`config.mk`:
```
export PLATFORM = sky130hd
export DESIGN_NAME = uart_tx
export DESIGN_NICKNAME = d
export VERILOG_FILES = /design/src/rtl/uart_pkg.sv /design/src/rtl/uart_fifo.sv /design/src/rtl/uart_tx.sv
export SDC_FILE = /design/constraint.sdc
export NUM_CORES = 1
export LEC_CHECK = 0
export ABC_AREA = 1
export CAP_MARGIN = 0
export CELL_PAD_IN_SITES_DETAIL_PLACEMENT = 0
export CELL_PAD_IN_SITES_GLOBAL_PLACEMENT = 1
export CORE_MARGIN = 2
export CORE_UTILIZATION = 45
export CTS_CLUSTER_DIAMETER = 30
export DETAILED_ROUTE_END_ITERATION = 6
export DONT_BUFFER_PORTS = 1
export GPL_TIMING_DRIVEN = 0
export PLACE_DENSITY_LB_ADDON = 0.1
export SYNTH_ARGS = -nofsm -noshare
export SYNTH_HDL_FRONTEND = slang
export SYNTH_SLANG_ARGS = --single-unit
```
`constraint.sdc`:
```
create_clock -name clk -period 3.1 [get_ports clk]
set_clock_uncertainty 0.15 [all_clocks]
set_input_delay 0.465 -clock clk [delete_from_list [all_inputs] [get_ports clk]]
set_output_delay 0.465 -clock clk [all_outputs]
set_load 0.1 [all_outputs]
```
`src/rtl/uart_pkg.sv`:
```
// rtl/uart_pkg.sv - shared command opcodes, transmitter state encoding and defaults
package uart_pkg;

  // Command bus opcodes (in7[1:0])
  localparam logic [1:0] CMD_DATA   = 2'd0;
  localparam logic [1:0] CMD_CONFIG = 2'd1;
  localparam logic [1:0] CMD_PREDIV = 2'd2;
  localparam logic [1:0] CMD_SPARE  = 2'd3;

  // CONFIG payload owned by the decoder; the transmitter leaves it alone
  localparam logic [4:0] CMD_CONFIG_RESET = 5'b11000;

  // Bit-rate divisor after reset: bit period = divisor + 1 clocks
  localparam logic [7:0] DIV_DEFAULT = 8'd9;

  typedef enum logic [2:0] {
    ST_IDLE,
    ST_START,
    ST_DATA,
    ST_PARITY,
    ST_STOP1,
    ST_STOP2
  } tx_state_t;

endpackage

```
`src/rtl/uart_fifo.sv`:
```
// rtl/uart_fifo.sv - synchronous byte FIFO with wrap-bit pointers and flush
module uart_fifo #(
  parameter int WIDTH = 8,
  parameter int DEPTH = 4
) (
  input  logic             clk,
  input  logic             reset,
  input  logic             flush,
  input  logic             push,
  input  logic [WIDTH-1:0] push_data,
  input  logic             pop,
  output logic [WIDTH-1:0] pop_data,
  output logic             full,
  output logic             empty
);

  localparam int AW = $clog2(DEPTH);

  logic [AW:0]      wr_ptr;
  logic [AW:0]      rd_ptr;
  logic [WIDTH-1:0] mem [DEPTH];
  logic             do_push;
  logic             do_pop;

  // Full is checked before any same-cycle pop, so a push on full is always dropped
  assign do_push  = push && !full;
  assign do_pop   = pop && !empty;
  assign empty    = (wr_ptr == rd_ptr);
  assign full     = (wr_ptr[AW] != rd_ptr[AW]) && (wr_ptr[AW-1:0] == rd_ptr[AW-1:0]);
  assign pop_data = mem[rd_ptr[AW-1:0]];

  // Pointer update; flush empties the queue in one edge
  always_ff @(posedge clk or negedge reset) begin
    if (!reset) begin
      wr_ptr <= '0;
      rd_ptr <= '0;
    end else if (flush) begin
      wr_ptr <= '0;
      rd_ptr <= '0;
    end else begin
      if (do_push) wr_ptr <= wr_ptr + (AW+1)'(1);
      if (do_pop)  rd_ptr <= rd_ptr + (AW+1)'(1);
    end
  end

  // Storage write; contents need no reset since the pointers gate every read
  always_ff @(posedge clk) begin
    if (do_push && !flush) mem[wr_ptr[AW-1:0]] <= push_data;
  end

endmodule

```
`src/rtl/uart_tx.sv`:
```
// rtl/uart_tx.sv - command-driven UART transmitter with byte FIFO and prescaler
module uart_tx #(
  parameter int         FIFO_DEPTH  = 4,
  parameter logic [7:0] DIV_DEFAULT = uart_pkg::DIV_DEFAULT
) (
  input  logic       clk,
  input  logic       reset,
  input  logic [6:0] in7,
  input  logic       in_valid,
  input  logic       soft_reset,
  output logic       tx,
  output logic       busy,
  output logic       full,
  output logic       empty,
  output logic       overflow
);

  import uart_pkg::*;

  logic [1:0] op;
  logic [4:0] p;
  logic       push_req;

  logic [7:0] div;
  logic       par_en;
  logic       par_odd;
  logic       stop2;
  logic [3:0] lo_nib;
  logic       nib_valid;

  tx_state_t  state;
  tx_state_t  state_next;
  logic [7:0] cnt;
  logic       tick;
  logic [7:0] shreg;
  logic [2:0] bit_idx;
  logic       f_par_en;
  logic       f_stop2;
  logic       f_par_bit;
  logic       do_pop;
  logic       do_shift;
  logic       frame_end;
  logic [7:0] fifo_data;

  assign op   = in7[1:0];
  assign p    = in7[6:2];
  assign tick = (cnt == 8'd0);
  assign busy = (state != ST_IDLE);

  // A high-nibble write completes a byte only when a low nibble is pending
  assign push_req = in_valid && !soft_reset && (op == CMD_DATA) && p[4] && nib_valid;

  uart_fifo #(
    .WIDTH (8),
    .DEPTH (FIFO_DEPTH)
  ) u_fifo (
    .clk       (clk),
    .reset     (reset),
    .flush     (soft_reset),
    .push      (push_req),
    .push_data ({p[3:0], lo_nib}),
    .pop       (do_pop),
    .pop_data  (fifo_data),
    .full      (full),
    .empty     (empty)
  );

  // Command decode: nibble assembly, frame format, divisor and sticky overflow
  always_ff @(posedge clk or negedge reset) begin
    if (!reset) begin
      div       <= DIV_DEFAULT;
      par_en    <= 1'b0;
      par_odd   <= 1'b0;
      stop2     <= 1'b0;
      lo_nib    <= 4'd0;
      nib_valid <= 1'b0;
      overflow  <= 1'b0;
    end else if (soft_reset) begin
      div       <= DIV_DEFAULT;
      par_en    <= 1'b0;
      par_odd   <= 1'b0;
      stop2     <= 1'b0;
      lo_nib    <= 4'd0;
      nib_valid <= 1'b0;
      overflow  <= 1'b0;
    end else begin
      if (push_req && full) overflow <= 1'b1;
      if (in_valid) begin
        case (op)
          CMD_DATA: begin
            if (!p[4]) begin
              lo_nib    <= p[3:0];
              nib_valid <= 1'b1;
            end else if (nib_valid) begin
              nib_valid <= 1'b0;
            end
          end
          CMD_CONFIG: begin
            if (p[4:3] == 2'b00) begin
              par_en  <= p[0];
              par_odd <= p[1];
              stop2   <= p[2];
            end
          end
          CMD_PREDIV: begin
            if (!p[4]) div[3:0] <= p[3:0];
            else       div[7:4] <= p[3:0];
          end
          default: ;
        endcase
      end
    end
  end

  // Next-state, pop/shift strobes and serial line level
  always_comb begin
    state_next = state;
    do_pop     = 1'b0;
    do_shift   = 1'b0;
    frame_end  = 1'b0;
    tx         = 1'b1;
    case (state)
      ST_IDLE: begin
        if (!empty) begin
          do_pop     = 1'b1;
          state_next = ST_START;
        end
      end
      ST_START: begin
        tx = 1'b0;
        if (tick) state_next = ST_DATA;
      end
      ST_DATA: begin
        tx = shreg[0];
        if (tick) begin
          do_shift = 1'b1;
          if (bit_idx == 3'd7) state_next = f_par_en ? ST_PARITY : ST_STOP1;
        end
      end
      ST_PARITY: begin
        tx = f_par_bit;
        if (tick) state_next = ST_STOP1;
      end
      ST_STOP1: begin
        if (tick) begin
          if (f_stop2) state_next = ST_STOP2;
          else         frame_end  = 1'b1;
        end
      end
      ST_STOP2: begin
        if (tick) frame_end = 1'b1;
      end
      default: state_next = ST_IDLE;
    endcase
    // Back-to-back frames: the next byte is popped on the final stop-bit boundary
    if (frame_end) begin
      if (!empty) begin
        do_pop     = 1'b1;
        state_next = ST_START;
      end else begin
        state_next = ST_IDLE;
      end
    end
  end

  // State register, bit timer and shifter; frame format is frozen at pop
  always_ff @(posedge clk or negedge reset) begin
    if (!reset) begin
      state     <= ST_IDLE;
      cnt       <= DIV_DEFAULT;
      shreg     <= 8'd0;
      bit_idx   <= 3'd0;
      f_par_en  <= 1'b0;
      f_stop2   <= 1'b0;
      f_par_bit <= 1'b0;
    end else if (soft_reset) begin
      state     <= ST_IDLE;
      cnt       <= DIV_DEFAULT;
      shreg     <= 8'd0;
      bit_idx   <= 3'd0;
      f_par_en  <= 1'b0;
      f_stop2   <= 1'b0;
      f_par_bit <= 1'b0;
    end else begin
      state <= state_next;
      if (state == ST_IDLE || tick) cnt <= div;
      else                          cnt <= cnt - 8'd1;
      if (do_pop) begin
        shreg     <= fifo_data;
        bit_idx   <= 3'd0;
        f_par_en  <= par_en;
        f_stop2   <= stop2;
        f_par_bit <= (^fifo_data) ^ par_odd;
      end else if (do_shift) begin
        shreg   <= {1'b0, shreg[7:1]};
        bit_idx <= bit_idx + 3'd1;
      end
    end
  end

endmodule

```
==> reports/results.tsv <==
stage	metric	value	unit
clock_tree	clockBufferDepth	2	
pwr	max-vdd-ir-drop	0.000281	V
finish	syn_to_final_growth	10.2	%
clock_tree	cts_made_buffers	9	
synth	synth_area	3920	sq um
sta	fin_ws	0.371	ns
sta	period_share	0.880	
global_routing	antenna_found_initial	0	
routing	vias	2853	
setup_path	critical_path.endpoint	full	
floorplan	num_rows	34	
floorplan	ios	16	
synth	synth_edf_count	32	
sta	slew_violations	0	
setup_path	crit_path_end_kind	output port	
routing	drc_errors	0	
synth	ys_ff_latch	80	
clock_tree	cts_tree	yes	
min_path	whs_path_depth	0	
routing	drt_iter0_drc	144	
synth	yosys.area_share.xor_xnor	0.0134	
global_routing	grt_pass1_wl	14300	um
finish	drive_above_1_share	0.115	
floorplan	die_x	97.3	um
floorplan	core_area	8590	sq um
min_path	hp-class	input port to flip-flop	
sta	tightest_slew	1.19	ns
synth	synth_compound_area_frac	0.0751	
setup_path	worstPathArrival	2.11	ns
finish	final_common_cell	nand2_1	
sta	timing.final.crit_period	2.73	ns
clock_tree	htree_levels	3	
routing	drt_first_pass_iters	4	
synth	synthFlopType	dfrtp_1	
setup_path	ff2ff_path_depth	11	
synth	muxShareOfSynthArea	0.00575	
setup_path	worstSetupPathType	flip-flop to output port	
finish	nNetsFinal	476	
floorplan	start_util	0.456	
setup_path	start_kind	flip-flop	
sta	max_slew_margin	0.204	
synth	synthAdderAreaFrac	0.0256	
floorplan	die_area	9470	sq um
global_routing	grt_pass1_vias	2868	
synth	synth_simple_gate_area_frac	0.264	
global_routing	overflow	0	
clock_tree	clk-insertion-delay-late	0.36	ns
setup_path	reg2reg_slack	0.62	ns
routing	wl_per_cell	15.1	um
clock_tree	cts_resized	0	
clock_tree	cts_root_buf	clkbuf_8	
sta	final.setup.tns	0	ns
setup_path	critPathMaxFanout	10	
synth	syn_nets	463	
floorplan	die_y	97.3	um
synth	synth-async-reset-ratio	0.600	
finish	layout_common_cells	nand2_1, dfrtp_1, inv_1, o21ai_0, edfxtp_1	
finish	utilization	0.502	
pwr	power.density	683	nW/um^2
synth	syn_area_per_cell	8.82	sq um
synth	synth_cell_types	34	
placed_design	dp_slack	0.614	ns
routing	antenna_left	0	
placed_design	routabilityCongestion	0.741	
synth	synth-warning-count	0	
routing	routed_wl	8590	um
placed_design	dp_hpwl	5820	um
sta	finalHoldViolCount	0	
clock_tree	cts.sinks	80	
global_routing	grt_max_degree	49	
synth	synth_top_family_by_area	simple AND/OR/NAND/NOR gates	
global_routing	grt_util_all_layers	0.196	
flow_run	maxCapViolations	0	
setup_path	worstReg2RegEnd	shreg[6]	
setup_path	r2r-start	state[0]	
sta	rsz0062_at_grt	false	
routing	viasPerCell	5.01	
setup_path	cp.required	2.48	ns
clock_tree	clk_pin_slew	0.09	ns
setup_path	crit_start	u_fifo.rd_ptr[0]	
placed_design	numPortBuffers	0	
synth	syn_inst	444	
sta	setup_viol	0	
finish	antenna_cells	0	
pwr	cellLeakagePower	1.99	nW
outcome	status	finished, final reports clean	
sta	fmax	0.366	GHz
synth	synth.yosys.seq_area_share	0.553	
-- how the worst min path moves through the flow --
| stage | from | end | slack (ns) |
|---|---|---|---|
| after global routing | in7[4] | u_fifo.mem[0][6] | 0.02 |
| after CTS | in7[4] | u_fifo.mem[0][6] | 0.03 |
| final | in7[4] | u_fifo.mem[0][6] | 0.04 |
| after floorplan | reset | bit_idx[0] | 0.02 |
| after global placement | reset | shreg[5] | 0.02 |
| after detailed placement | reset | shreg[5] | 0.02 |
-- what timing repair did --
action	CTS	global route
setup buffers	0	0
hold buffers	2	0
endpoints found under the hold margin	48	0
-- cell families after synthesis --
family / Yosys count
xor+xnor: 6
flops: 80
simple gates: 236
buf+inv: 58
compound gates: 55
mux: 1
fa+ha+maj: 8
-- cells in the mapped netlist, drive strengths merged, types with 3 or more instances --
cell type / instances / area (sq um)
buf: 8 / 58.8
o31ai: 3 / 22.5
a21oi: 8 / 40.0
nand4: 4 / 31.3
dfstp: 4 / 105
nor3: 5 / 25.0
inv: 47 / 176
o21ai: 38 / 190
edfxtp: 32 / 961
nor2: 33 / 168
xnor2: 4 / 35.0
ha: 8 / 100
nand2: 162 / 641
dfrtp: 44 / 1100
nand3: 29 / 150
clkbuf: 3 / 11.3
-- cell type report --
type	instances	area, sq um
Clock inverter	7	104
Multi-Input combinational cell	306	1500
Fill cell	847	4280
Inverter	47	176
Clock buffer	9	124
Timing Repair Buffer	2	37.5
Buffer	11	70.1
Tap cell	108	135
Sequential cell	80	2170
-- registers in the layout, summed over array words and instances, names as in the netlist --
name and count:
u_fifo.mem 32, cnt 8, div 8, shreg 8, lo_nib 4, bit_idx 3
state 3, u_fifo.rd_ptr 3, u_fifo.wr_ptr 3, f_par_bit 1, f_par_en 1, f_stop2 1
nib_valid 1, overflow 1, par_en 1, par_odd 1, stop2 1
-- per-layer routing --
layer,vias up,GRT usage,share of wire
met5,-,0,0
met4,0,0.0726,0.015
met3,9,0.0410,0.030
met2,34,0.303,0.45
met1,1351,0.276,0.50
li1,1459,-,-
-- worst max-delay path: stages, from the launching register on --
cell	delay, ns
dfrtp_1	0.38
buf_6	0.16
inv_2	0.05
nand2_1	0.06
nand4_2	0.15
or2_2	0.33
inv_1	0.63
-- metrics by stage --
stage	hold slack, ns	std cells	power, W	instance area (sq um)
2_1_floorplan	0.0194	444	0.00191	3920
3_3_place_gp	0.0204	552	0.00204	4050
3_5_place_dp	0.0204	552	0.00205	4050
4_1_cts	0.0293	570	0.00297	4320
5_1_grt	0.0152	570	0.00311	4320
6_report	0.0417	570	0.00295	4320
-- where the power goes --
part | total (W) | switching (W) | internal, W
clock network | 0.000892 | 0.000429 | 0.000464
registers | 0.00129 | 0.0000823 | 0.00120
logic | 0.000769 | 0.000561 | 0.000208
total | 0.00295 | 0.00107 | 0.00188
Note: power is estimated with default switching activity, not from simulation.
